[config.mk]
export PLATFORM = sky130hd
export DESIGN_NAME = systolic_feed_ctrl
export DESIGN_NICKNAME = d
export VERILOG_FILES = /design/src/rtl/systolic_pkg.sv /design/src/rtl/systolic_feed_ctrl_valid_delay_pipe.sv /design/src/rtl/systolic_feed_ctrl.sv
export SDC_FILE = /design/constraint.sdc
export NUM_CORES = 1
export LEC_CHECK = 0
export BUFFER_PORTS_ARGS = -buffer_cell sky130_fd_sc_hd__clkbuf_2
export CAP_MARGIN = 5
export CORE_MARGIN = 2
export CORE_UTILIZATION = 46
export CTS_CLUSTER_SIZE = 10
export DETAILED_ROUTE_END_ITERATION = 8
export PLACE_DENSITY = 0.79
export SYNTH_ARGS = -nofsm -noshare
export SYNTH_HDL_FRONTEND = slang
export SYNTH_SLANG_ARGS = --single-unit
[constraint.sdc]
create_clock -name clk -period 2.35 [get_ports clk]
set_clock_uncertainty 0.2 [all_clocks]
set_input_delay 0.3525 -clock clk [delete_from_list [all_inputs] [get_ports clk]]
set_output_delay 0.3525 -clock clk [all_outputs]
set_load 0.005 [all_outputs]
[src/rtl/systolic_pkg.sv]
// Shared types and helpers for the systolic operand feed controller.
// Provides the FSM state encoding, the counter width function and a lane-slice macro.
`ifndef SYSTOLIC_PKG_SV
`define SYSTOLIC_PKG_SV

// Selects lane i of a packed N*w bus.
`define SYS_LANE(i, w) ((i)*(w)) +: (w)

package systolic_pkg;

    typedef enum logic [1:0] {
        S_IDLE  = 2'd0,
        S_FEED  = 2'd1,
        S_DRAIN = 2'd2,
        S_DONE  = 2'd3
    } state_e;

    // Width needed to hold the values 0..k.
    function automatic int cnt_w(input int k);
        return $clog2(k + 1);
    endfunction

endpackage

`endif

[src/rtl/systolic_feed_ctrl_valid_delay_pipe.sv]
// Shift register that delays the read strobe to qualify the output register.
// Ports: clk, rst (async active-low), in_valid, load_en (stage 1), out_valid (last stage).
module valid_delay_pipe #(
    parameter int DEPTH = 2
) (
    input  logic clk,
    input  logic rst,
    input  logic in_valid,
    output logic load_en,
    output logic out_valid
);

    logic [DEPTH-1:0] pipe_q;
    logic [DEPTH-1:0] pipe_d;

    always_comb begin
        pipe_d = {pipe_q[DEPTH-2:0], in_valid};
    end

    always_ff @(posedge clk or negedge rst) begin
        if (!rst) begin
            pipe_q <= '0;
        end else begin
            pipe_q <= pipe_d;
        end
    end

    assign load_en   = pipe_q[0];
    assign out_valid = pipe_q[DEPTH-1];

endmodule

[src/rtl/systolic_feed_ctrl.sv]
// Reads one operand tile column by column and forwards it to the row skew chains.
// Ports: clk, rst, start, k_len, hold, rd_en/rd_addr/rd_data, out_data(_valid), busy, done.
module systolic_feed_ctrl
    import systolic_pkg::*;
#(
    parameter int N            = 4,
    parameter int DATA_W       = 32,
    parameter int K_MAX        = 16,
    parameter int DRAIN_CYCLES = 2 * N - 1,
    localparam int CNT_W       = cnt_w(K_MAX)
) (
    input  logic                clk,
    input  logic                rst,
    input  logic                start,
    input  logic [CNT_W-1:0]    k_len,
    input  logic                hold,
    output logic                rd_en,
    output logic [CNT_W-1:0]    rd_addr,
    input  logic [N*DATA_W-1:0] rd_data,
    output logic [N*DATA_W-1:0] out_data,
    output logic                out_data_valid,
    output logic                busy,
    output logic                done
);

    localparam int DR_W = cnt_w(DRAIN_CYCLES);

    state_e              state_q, state_d;
    logic [CNT_W-1:0]    col_cnt_q, col_cnt_d;
    logic [CNT_W-1:0]    k_q, k_d;
    logic [DR_W-1:0]     drain_cnt_q, drain_cnt_d;
    logic [N*DATA_W-1:0] data_q, data_d;
    logic [CNT_W-1:0]    k_eff;
    logic                load_en;

    assign k_eff = (k_len > CNT_W'(K_MAX)) ? CNT_W'(K_MAX) : k_len;

    always_comb begin
        state_d     = state_q;
        col_cnt_d   = col_cnt_q;
        k_d         = k_q;
        drain_cnt_d = drain_cnt_q;
        rd_en       = 1'b0;
        rd_addr     = '0;
        done        = 1'b0;
        unique case (state_q)
            S_IDLE: begin
                if (start) begin
                    col_cnt_d = '0;
                    if (k_eff != '0) begin
                        k_d     = k_eff;
                        state_d = S_FEED;
                    end else begin
                        state_d = S_DONE;
                    end
                end
            end
            S_FEED: begin
                rd_en   = !hold;
                rd_addr = col_cnt_q;
                if (!hold) begin
                    col_cnt_d = col_cnt_q + CNT_W'(1);
                    if (col_cnt_q == k_q - CNT_W'(1)) begin
                        drain_cnt_d = '0;
                        state_d     = S_DRAIN;
                    end
                end
            end
            S_DRAIN: begin
                drain_cnt_d = drain_cnt_q + DR_W'(1);
                if (drain_cnt_q == DR_W'(DRAIN_CYCLES - 1)) begin
                    state_d = S_DONE;
                end
            end
            S_DONE: begin
                done    = 1'b1;
                state_d = S_IDLE;
            end
            default: state_d = S_IDLE;
        endcase
    end

    always_comb begin
        data_d = load_en ? rd_data : data_q;
    end

    always_ff @(posedge clk or negedge rst) begin
        if (!rst) begin
            state_q     <= S_IDLE;
            col_cnt_q   <= '0;
            k_q         <= '0;
            drain_cnt_q <= '0;
            data_q      <= '0;
        end else begin
            state_q     <= state_d;
            col_cnt_q   <= col_cnt_d;
            k_q         <= k_d;
            drain_cnt_q <= drain_cnt_d;
            data_q      <= data_d;
        end
    end

    valid_delay_pipe #(
        .DEPTH(2)
    ) u_vpipe (
        .clk      (clk),
        .rst      (rst),
        .in_valid (rd_en),
        .load_en  (load_en),
        .out_valid(out_data_valid)
    );

    assign out_data = data_q;
    assign busy     = (state_q != S_IDLE);

endmodule

==> results.sh, run 1 <==
export IMPL_numClockSinks=145
export IMPL_drv_cap=0
export IMPL_yosysWarnings=0
export IMPL_h_tree_depth=4
export IMPL_final_setup_tns_ns=0
export IMPL_powerDensity_nw_per_um2=1250
export IMPL_min_period_ns=2.28
export IMPL_ant_nets=0
export IMPL_die_w_microns=116
export IMPL_top_level_ports=274
export IMPL_relSlewSlack_pct=65.9
export IMPL_synthTopCellsByArea="dfrtp_1 (62%), mux2_2 (25%), ha_1 (1.9%)"
export IMPL_max_freq_mhz=438
export IMPL_clk_pin_slew_ns=0.06
export IMPL_r2r_end="drain_cnt_q[1]"
export IMPL_synth_avg_cell_area_sq_um=14.7
export IMPL_routedWlPerCell_microns=17.2
export IMPL_netlist_area_sq_um=5820
export IMPL_synth_top_cell_by_area="dfrtp_1"
export IMPL_worst_pin_slew_ns=0.509
export IMPL_p_sw_share_pct=30.8
export IMPL_p_sw_w=0.00365
export IMPL_port_buffers=273
export IMPL_worstHoldPathType="primary input to flip-flop"
export IMPL_hold_viol_final=0
export IMPL_dp_hpwl_mm=9.95
export IMPL_endpoint_kind="flip-flop"
export IMPL_vias_per_cell=4.90
export IMPL_clkPwrFrac_pct=24.9
export IMPL_start_kind="flip-flop"
export IMPL_p_leak_nw=4.56
export IMPL_area_growth_synth_to_final_pct=62.8
export IMPL_cts_tree="built"
export IMPL_route_detailed_drc=0
export IMPL_holdWs_ns=0.0220
export IMPL_die_height_microns=116
export IMPL_syn_nets=541
export IMPL_ys_seq_area_share_pct=62.4
export IMPL_final_nets=955
export IMPL_antenna_found_initial=2
export IMPL_worstHoldPathCells=3
export IMPL_grt_first_pass_wirelength_mm=25.8
export IMPL_grt_use_total_pct=25.1
export IMPL_row_count=41
export IMPL_coreArea_sq_um=12500
export IMPL_whs_endpoint="k_q[3]"
export IMPL_clockRootBuffer="clkbuf_16"
export IMPL_start_util_pct=46.7
export IMPL_dr_first_iter_drc_count=260
export IMPL_grt_pass1_vias=5259
export IMPL_vias=4881
export IMPL_hp_start="k_len[3]"
export IMPL_synth_top_area_share_pct=62.4
export IMPL_regToRegStartpoint="k_q[0]"
export IMPL_post_route_period_util_pct=97.1
export IMPL_synthFlopType="dfrtp_1"
export IMPL_synth_cell_types=37
export IMPL_reg2reg_depth=7
export IMPL_outcome="finished clean"
export IMPL_async_flop_share_pct=100
export IMPL_drt_first_pass_iters=4
export IMPL_die_area_sq_um=13600
export IMPL_synthCells=395
export IMPL_internal_power_w=0.00820
export IMPL_clkLatencyLatePin_ns=0.41
export IMPL_grt_max_degree=69
export IMPL_setup_viol=0
export IMPL_grt_ovfl_total=0
export IMPL_reg2reg_slack_ns=0.07
export IMPL_path_max_fanout=5
export IMPL_arrival_ns=2.38
export IMPL_p_comb_share_pct=36.4
export IMPL_ys_ff_latch=145
export IMPL_drive_above_1_share_pct=54.7
export IMPL_gp_congestion=0.760
export IMPL_power_frac_seq_pct=38.6
export IMPL_clockBufferDepth=2
export IMPL_worstSetupPathType="flip-flop to flip-flop"
export IMPL_cp_data_required_time_ns=2.44
export IMPL_numCtsBuffers=17
export IMPL_drt_wl_total_mm=17.2
export IMPL_report_final_slew_viol_count=0
export IMPL_irDropWorstVdd_mv=0.756
export IMPL_synth_edf_count=0
## registers in the layout (all words and copies together) (netlist names)
register / cells
k_q: 5
col_cnt_q: 5
u_vpipe.pipe_q: 2
out_data: 128
state_q: 2
drain_cnt_q: 3
## cell usage in the layout, fill, tap and decap left out, types with 2 or more instances in the layout
master | netlist | layout
clkbuf_2 | 0 | 272
o211ai_1 | 2 | 2
clkbuf_8 | 0 | 6
clkinv_2 | 0 | 2
xor2_1 | 2 | 2
nand2b_1 | 7 | 7
ha_1 | 9 | 7
nor2b_1 | 2 | 2
buf_4 | 0 | 3
nor2_1 | 8 | 7
and2_1 | 5 | 5
inv_1 | 9 | 8
a21oi_1 | 5 | 5
nor3_1 | 6 | 6
buf_12 | 0 | 4
dlygate4sd3_1 | 0 | 131
bufinv_16 | 0 | 4
diode_2 | 0 | 2
xnor2_1 | 3 | 3
clkinv_4 | 0 | 2
nand3_1 | 2 | 2
mux2i_1 | 2 | 2
nand2_1 | 11 | 11
clkbuf_16 | 0 | 17
o21ai_0 | 14 | 14
mux2_2 | 128 | 128
dfrtp_1 | 145 | 143
## layer usage
metal	vias to the layer above	routed length (microns)	track usage, %
met2	214	9470	45.9
met1	2393	6040	26.2
met5	-	0	0
li1	2223	-	-
met4	0	612	13.7
met3	51	1050	6.54
## critical path, cell delays in order, from the launching register on
cell and delay (ns):
dfrtp_1 0.41, inv_1 0.07, ha_2 0.20, nor4bb_4 0.29, o211ai_1 0.14, a211o_4 0.37, and2_4 0.19, a211o_1 0.29
## Yosys cell counts (2+ instances only)
library cell / n
nor2_1: 8
mux2_2: 128
a21oi_1: 5
ha_1: 9
xor2_1: 2
inv_1: 9
nand2_1: 11
nand2b_1: 7
and2_1: 5
dfrtp_1: 145
o21ai_0: 14
nor3_1: 6
xnor2_1: 3
nand3_1: 2
clkbuf_1: 15
o211ai_1: 2
nor2b_1: 2
mux2i_1: 2
a211o_1: 2
## cell type report
cell class	instances	area (sq um)
clock inverters	8	148
clock buffers	24	512
flip-flops and latches	145	3630
diodes	2	5.00
well taps	172	215
repair buffers	411	2790
inverters	9	33.8
multi-input cells	225	2140
fillers	745	2990
## worst max-delay path by stage
stage / startpoint / end / slack (ns) / cells after the start
floorplan: k_q[0] / drain_cnt_q[1] / 0.19 / 7
global route: k_q[0] / state_q[1] / -0.05 / 7
finish: k_q[0] / drain_cnt_q[1] / 0.07 / 7
CTS: state_q[1] / rd_en / 0.008 / 5
detailed placement: k_q[0] / state_q[1] / 0.03 / 7
global placement: k_q[0] / drain_cnt_q[1] / 0.11 / 7
## power by group through the flow
stage	Combinational, W	Clock (W)	Sequential, W
floorplan	0.00207	0	0.00451
global placement	0.00384	0	0.00442
detailed placement	0.00396	0	0.00453
CTS	0.00417	0.00299	0.00449
global route	0.00470	0.00312	0.00472
finish	0.00432	0.00295	0.00458
## repair_timing
action                                  4_1_cts  5_1_grt
buffers inserted                              0        1
resized for setup                             2        8
endpoints found under the hold margin       179        0
hold buffers                                131        0
pin swaps                                     0        3
endpoints found under the setup margin        1        4
## through the flow
step / power [W] / area (sq um) / utilization [%] / setup slack, ns / std cells
floorplan: 0.00658 / 5820 / - / 0.191 / 395
global placement: 0.00826 / 7440 / 59.7 / 0.111 / 830
detailed placement: 0.00849 / 7440 / 59.7 / 0.0330 / 830
CTS: 0.0116 / 9410 / 75.5 / 0.00791 / 993
global route: 0.0125 / 9480 / 76.0 / -0.0454 / 996
finish: 0.0118 / 9480 / 76.0 / 0.0671 / 996
## kinds of logic (layout without fill, tap and decap cells)
logic type,after synthesis,after routing,synth area share [%]
multiplexers,130,130,25.1
XOR/XNOR,5,5,0.753
AND/OR/NAND/NOR,50,50,4.62
adder cells (fa/ha/maj),9,9,1.94
AO/OA/AOI/OAI,31,31,3.48
flip-flops,145,145,62.4
buffers and inverters,25,452,1.74
other,0,2,0
(Power assumes the default switching activity.)
==> run 2, diff against run 1 <==
Settings changed: CORE_ASPECT_RATIO from default to 0.7, REMOVE_ABC_BUFFERS from default to 1.
==> results.sh, run 2 (synthesized netlist as in run 1, its figures left out) <==
export IMPL_die_area_sq_um=13600
export IMPL_port_buffers=273
export IMPL_die_w_microns=138
export IMPL_worst_pin_slew_ns=0.608
export IMPL_worstSetupPathType="flip-flop to flip-flop"
export IMPL_antenna_found_initial=3
export IMPL_pre_cts_ws_ns=0.0412
export IMPL_endpoint_kind="flip-flop"
export IMPL_routedWlPerCell_microns=17.7
export IMPL_top_level_ports=274
export IMPL_min_period_ns=2.31
export IMPL_coreArea_sq_um=12400
export IMPL_final_nets=953
export IMPL_powerDensity_nw_per_um2=1250
export IMPL_final_cell_mix="clkbuf_2 (272), dfrtp_1 (144), dlygate4sd3_1 (129)"
export IMPL_p_comb_share_pct=36.9
export IMPL_outcome="finished clean"
export IMPL_p_sw_share_pct=31.9
export IMPL_route_detailed_drc=0
export IMPL_clkLatencyLatePin_ns=0.41
export IMPL_start_util_pct=47.0
export IMPL_fin_ws_ns=0.0398
export IMPL_numCtsBuffers=17
export IMPL_area_growth_synth_to_final_pct=61.7
export IMPL_start_kind="flip-flop"
export IMPL_final_util_pct=76.0
export IMPL_cp_num_buf_inv=1
export IMPL_cp_cell_sequence="inv_1 > ha_2 > nor4bb_2 > o211ai_1 > a211o_4 > a221oi_4 > mux2i_1"
export IMPL_grt_use_total_pct=25.8
export IMPL_gp_congestion=0.863
export IMPL_reg2reg_depth=7
export IMPL_die_height_microns=98.1
export IMPL_grt_first_pass_wirelength_mm=27.6
export IMPL_dp_hpwl_mm=10.6
export IMPL_crit_path_max_incr_delay_ns=0.40
export IMPL_p_leak_nw=4.53
export IMPL_report_final_slew_viol_count=0
export IMPL_post_route_period_util_pct=98.3
export IMPL_p_sw_w=0.00375
export IMPL_cp_depth=7
export IMPL_worstHoldPathType="primary input to flip-flop"
export IMPL_hp_start="rd_data[52]"
export IMPL_grt_pass1_vias=5371
export IMPL_ant_nets=0
export IMPL_grt_max_degree=88
export IMPL_arrival_ns=2.44
export IMPL_drv_cap=0
export IMPL_numClockSinks=145
export IMPL_hold_viol_final=0
export IMPL_final_setup_tns_ns=0
export IMPL_slowest_stage="dfrtp_1"
export IMPL_stdcell_count=985
export IMPL_drt_first_pass_iters=4
export IMPL_r2r_end="state_q[1]"
export IMPL_largest_register_ff_count=128
export IMPL_regToRegStartpoint="k_q[0]"
export IMPL_mostFrequentLayoutCell="clkbuf_2"
export IMPL_row_count=34
export IMPL_relSlewSlack_pct=59.0
export IMPL_cp_top_family="compound AO/OA/AOI/OAI gates"
export IMPL_clockBufferDepth=2
export IMPL_power_frac_seq_pct=39.0
export IMPL_whs_endpoint="out_data[52]"
export IMPL_setup_viol=0
export IMPL_path_max_fanout=5
export IMPL_cp_data_required_time_ns=2.48
export IMPL_max_freq_mhz=433
export IMPL_grt_ovfl_total=0
export IMPL_cts_tree="built"
export IMPL_h_tree_depth=4
export IMPL_clockRootBuffer="clkbuf_16"
export IMPL_reg2reg_slack_ns=0.04
export IMPL_internal_power_w=0.00800
export IMPL_dr_first_iter_drc_count=157
export IMPL_drt_wl_total_mm=17.5
export IMPL_worstHoldPathCells=2
export IMPL_drive_above_1_share_pct=54.8
export IMPL_vias_per_cell=4.99
export IMPL_dpl_cell_count=820
export IMPL_irDropWorstVdd_mv=0.745
export IMPL_vias=4916
export IMPL_clk_pin_slew_ns=0.06
export IMPL_clkPwrFrac_pct=24.0
==> run 2: metrics by stage <==
stage / power [W] / hold slack, ns / instance area, sq um
2_1_floorplan: 0.00666 / -0.143 / 5750
3_3_place_gp: 0.00831 / 0.154 / 7440
3_5_place_dp: 0.00857 / 0.159 / 7440
4_1_cts: 0.0116 / 0.00142 / 9360
5_1_grt: 0.0124 / 0.00472 / 9410
6_report: 0.0118 / 0.0118 / 9410
==> run 2: what timing repair did <==
item / CTS / global route
pin swaps: 0 / 3
endpoints found under the hold margin: 273 / 0
hold buffers: 129 / 0
gates resized for setup: 1 / 6
setup buffers: 0 / 1
endpoints found under the setup margin: 1 / 4
==> run 2: cell type report <==
type / count / area [sq um]
antenna: 3 / 7.51
clock buffer: 19 / 453
clock inverter: 13 / 173
fill: 736 / 2970
inverter: 9 / 33.8
multi-input combinational: 225 / 2130
sequential: 145 / 3630
tap: 162 / 203
timing repair buffer: 409 / 2780
==> run 2: worst max-delay path by stage <==
stage / startpoint / endpoint / slack (ns)
2_1_floorplan: u_vpipe.pipe_q[0] / out_data[0] / -1.33
3_3_place_gp: k_q[0] / state_q[1] / 0.13
3_5_place_dp: k_q[0] / state_q[1] / 0.04
6_report: k_q[0] / state_q[1] / 0.04
5_1_grt: k_q[0] / state_q[1] / -0.06
4_1_cts: k_q[0] / state_q[1] / 0.01
==> run 2: layer usage <==
layer	wire length (microns)	track usage, %
met1	6760	30.6
met2	9060	45.1
met3	1090	6.33
met4	541	11.4
met5	0	0
==> run 2: power groups by stage <==
stage	clock network, W	logic, W	registers (W)
after floorplan	0	0.00199	0.00467
after global placement	0	0.00384	0.00447
after detailed placement	0	0.00400	0.00456
after CTS	0.00287	0.00419	0.00453
after global routing	0.00298	0.00466	0.00476
final	0.00283	0.00434	0.00459
==> run 3, diff against run 2 <==
Settings changed: ABC_AREA from default to 1, CORE_UTILIZATION 46 to 47, CTS_BUF_LIST from default to sky130_fd_sc_hd__clkbuf_8 sky130_fd_sc_hd__clkbuf_16, PLACE_DENSITY 0.79 to 0.81.
==> results.sh, run 3 <==
export IMPL_outcome="finished clean"
export IMPL_drt_first_pass_iters=5
export IMPL_vias=4906
export IMPL_post_route_period_util_pct=90.4
export IMPL_irDropWorstVdd_mv=0.607
export IMPL_port_buffers=273
export IMPL_row_count=34
export IMPL_route_detailed_drc=0
export IMPL_final_cell_mix="clkbuf_2 (272), dfrtp_1 (144), dlygate4sd3_1 (129)"
export IMPL_drt_wl_total_mm=16.5
export IMPL_crit_path_start="state_q[1]"
export IMPL_holdWs_ns=0.0142
export IMPL_fillCellCount=747
export IMPL_clk_pin_slew_ns=0.06
export IMPL_clkLatencyLatePin_ns=0.40
export IMPL_setup_viol=0
export IMPL_synth_top_area_share_pct=62.1
export IMPL_final_nets=986
export IMPL_synth_top_cells_by_count="dfrtp_1 (145), mux2_2 (128), nand2_1 (46)"
export IMPL_worstHoldPathType="primary input to flip-flop"
export IMPL_report_final_slew_viol_count=0
export IMPL_max_freq_mhz=471
export IMPL_regToRegStartpoint="state_q[0]"
export IMPL_async_flop_share_pct=100
export IMPL_synth_avg_cell_area_sq_um=13.6
export IMPL_design_area_sq_um=9320
export IMPL_min_period_ns=2.12
export IMPL_diodes=0
export IMPL_area_growth_synth_to_final_pct=59.4
export IMPL_ant_nets=0
export IMPL_vias_per_cell=4.83
export IMPL_dpl_cell_count=854
export IMPL_dr_first_iter_drc_count=153
export IMPL_clockBufferDepth=2
export IMPL_grt_first_pass_wirelength_mm=26.6
export IMPL_hold_viol_final=0
export IMPL_placedInstanceArea_sq_um=7450
export IMPL_ys_seq_area_share_pct=62.1
export IMPL_dp_hpwl_mm=10.2
export IMPL_numClockSinks=145
export IMPL_path_max_fanout=12
export IMPL_synth_top_cell_by_area="dfrtp_1"
export IMPL_start_kind="flip-flop"
export IMPL_top_level_ports=274
export IMPL_endpoint_kind="output port"
export IMPL_gp_congestion=0.833
export IMPL_routedWlPerCell_microns=16.3
export IMPL_netlist_area_sq_um=5850
export IMPL_reg2reg_slack_ns=0.42
export IMPL_synth_cell_types=24
export IMPL_synthFlopType="dfrtp_1"
export IMPL_synthCells=429
export IMPL_powerDensity_nw_per_um2=1220
export IMPL_antenna_found_initial=0
export IMPL_p_leak_nw=4.65
export IMPL_h_tree_depth=4
export IMPL_hp_start="rd_data[27]"
export IMPL_drv_cap=0
export IMPL_stdcell_count=1015
export IMPL_synthTopCellsByArea="dfrtp_1 (62%), mux2_2 (25%), nand2_1 (3.0%)"
export IMPL_clockRootBuffer="clkbuf_16"
export IMPL_ys_ff_latch=145
export IMPL_start_util_pct=47.5
export IMPL_numCtsBuffers=17
export IMPL_grt_use_total_pct=25.9
export IMPL_coreArea_sq_um=12300
export IMPL_die_area_sq_um=13400
export IMPL_final_setup_tns_ns=0
export IMPL_worstSetupPathType="flip-flop to output port"
export IMPL_yosysWarnings=0
export IMPL_cp_data_required_time_ns=1.80
export IMPL_mostFrequentLayoutCell="clkbuf_2"
export IMPL_post_cts_buffers=0
export IMPL_largest_register_ff_count=128
export IMPL_cts_tree="built"
export IMPL_synth_most_common_cell="dfrtp_1"
export IMPL_worst_pin_slew_ns=0.451
export IMPL_grt_pass1_vias=5479
export IMPL_grt_ovfl_total=0
export IMPL_die_w_microns=137
export IMPL_arrival_ns=1.57
export IMPL_rsz0062_at_grt="false"
export IMPL_relSlewSlack_pct=69.9
export IMPL_grt_max_degree=53
export IMPL_die_height_microns=97.3
export IMPL_drive_above_1_share_pct=53.0
export IMPL_synth_edf_count=0
==> run 3: report_power, final <==
group | leakage, nW | total (W) | switching (W) | internal, W
logic | 2.64 | 0.00434 | 0.00193 | 0.00241
clock network | 0.274 | 0.00254 | 0.00107 | 0.00147
registers | 1.74 | 0.00452 | 0.000773 | 0.00375
==> run 3: critical path, stage by stage, from the launching register on <==
cell	delay, ns
dfrtp_1	0.41
inv_1	0.16
ha_4	0.23
inv_1	0.10
nor2_1	0.13
clkbuf_2	0.14
==> run 3: area by class of cell <==
| cell class | count | area, sq um | share of cell area [%] |
|---|---|---|---|
| sequential | 145 | 3630 | 39.0 |
| timing repair buffer | 407 | 2760 | 29.7 |
| multi-input combinational | 240 | 2050 | 22.0 |
| clock buffer | 17 | 425 | 4.57 |
| tap | 162 | 203 | 2.18 |
| clock inverter | 15 | 135 | 1.45 |
| inverter | 29 | 109 | 1.17 |
==> run 3: per-stage QoR <==
step                total power (W)  worst slack [ns]  util [%]
detailed placement          0.00860             0.277      60.6
floorplan                   0.00672             -1.33         -
finish                       0.0114             0.226      75.8
global route                 0.0122            0.0790      75.8
CTS                          0.0114             0.119      75.6
global placement            0.00835             0.353      60.6
==> run 3: repair_timing <==
item / in CTS / in global routing
setup endpoints to repair: 1 / 1
endpoints found under the hold margin: 173 / 1
hold buffers: 128 / 1
gates resized for setup: 1 / 1
==> run 3: path summary, 6_finish.rpt <==
check | cells after the start | to
worst max-delay path | 5 | rd_en
worst min-delay path | 2 | out_data[27]
worst max register to register | 10 | col_cnt_q[4]
worst min register to register | 1 | out_data[79]
max in group asynchronous | 3 | out_data[76]
min in group asynchronous | 2 | col_cnt_q[1]
==> run 3: kinds of logic (layout without fill, tap and decap cells) <==
family          count (synthesis)  in the layout  share of synthesized area, %
buf+inv                        44            468                          3.13
compound gates                 15             15                          1.69
flops                         145            145                          62.1
xor+xnor                        2              2                         0.300
simple gates                   86             86                          6.23
mux                           128            128                          24.7
fa+ha+maj                       9              9                          1.93
==> run 3: layer usage <==
metal	part of all wire (%)	GRT usage (%)
met1	37	26.9
met2	54	48.3
met3	6.3	7.25
met4	2.8	10.5
met5	0	0
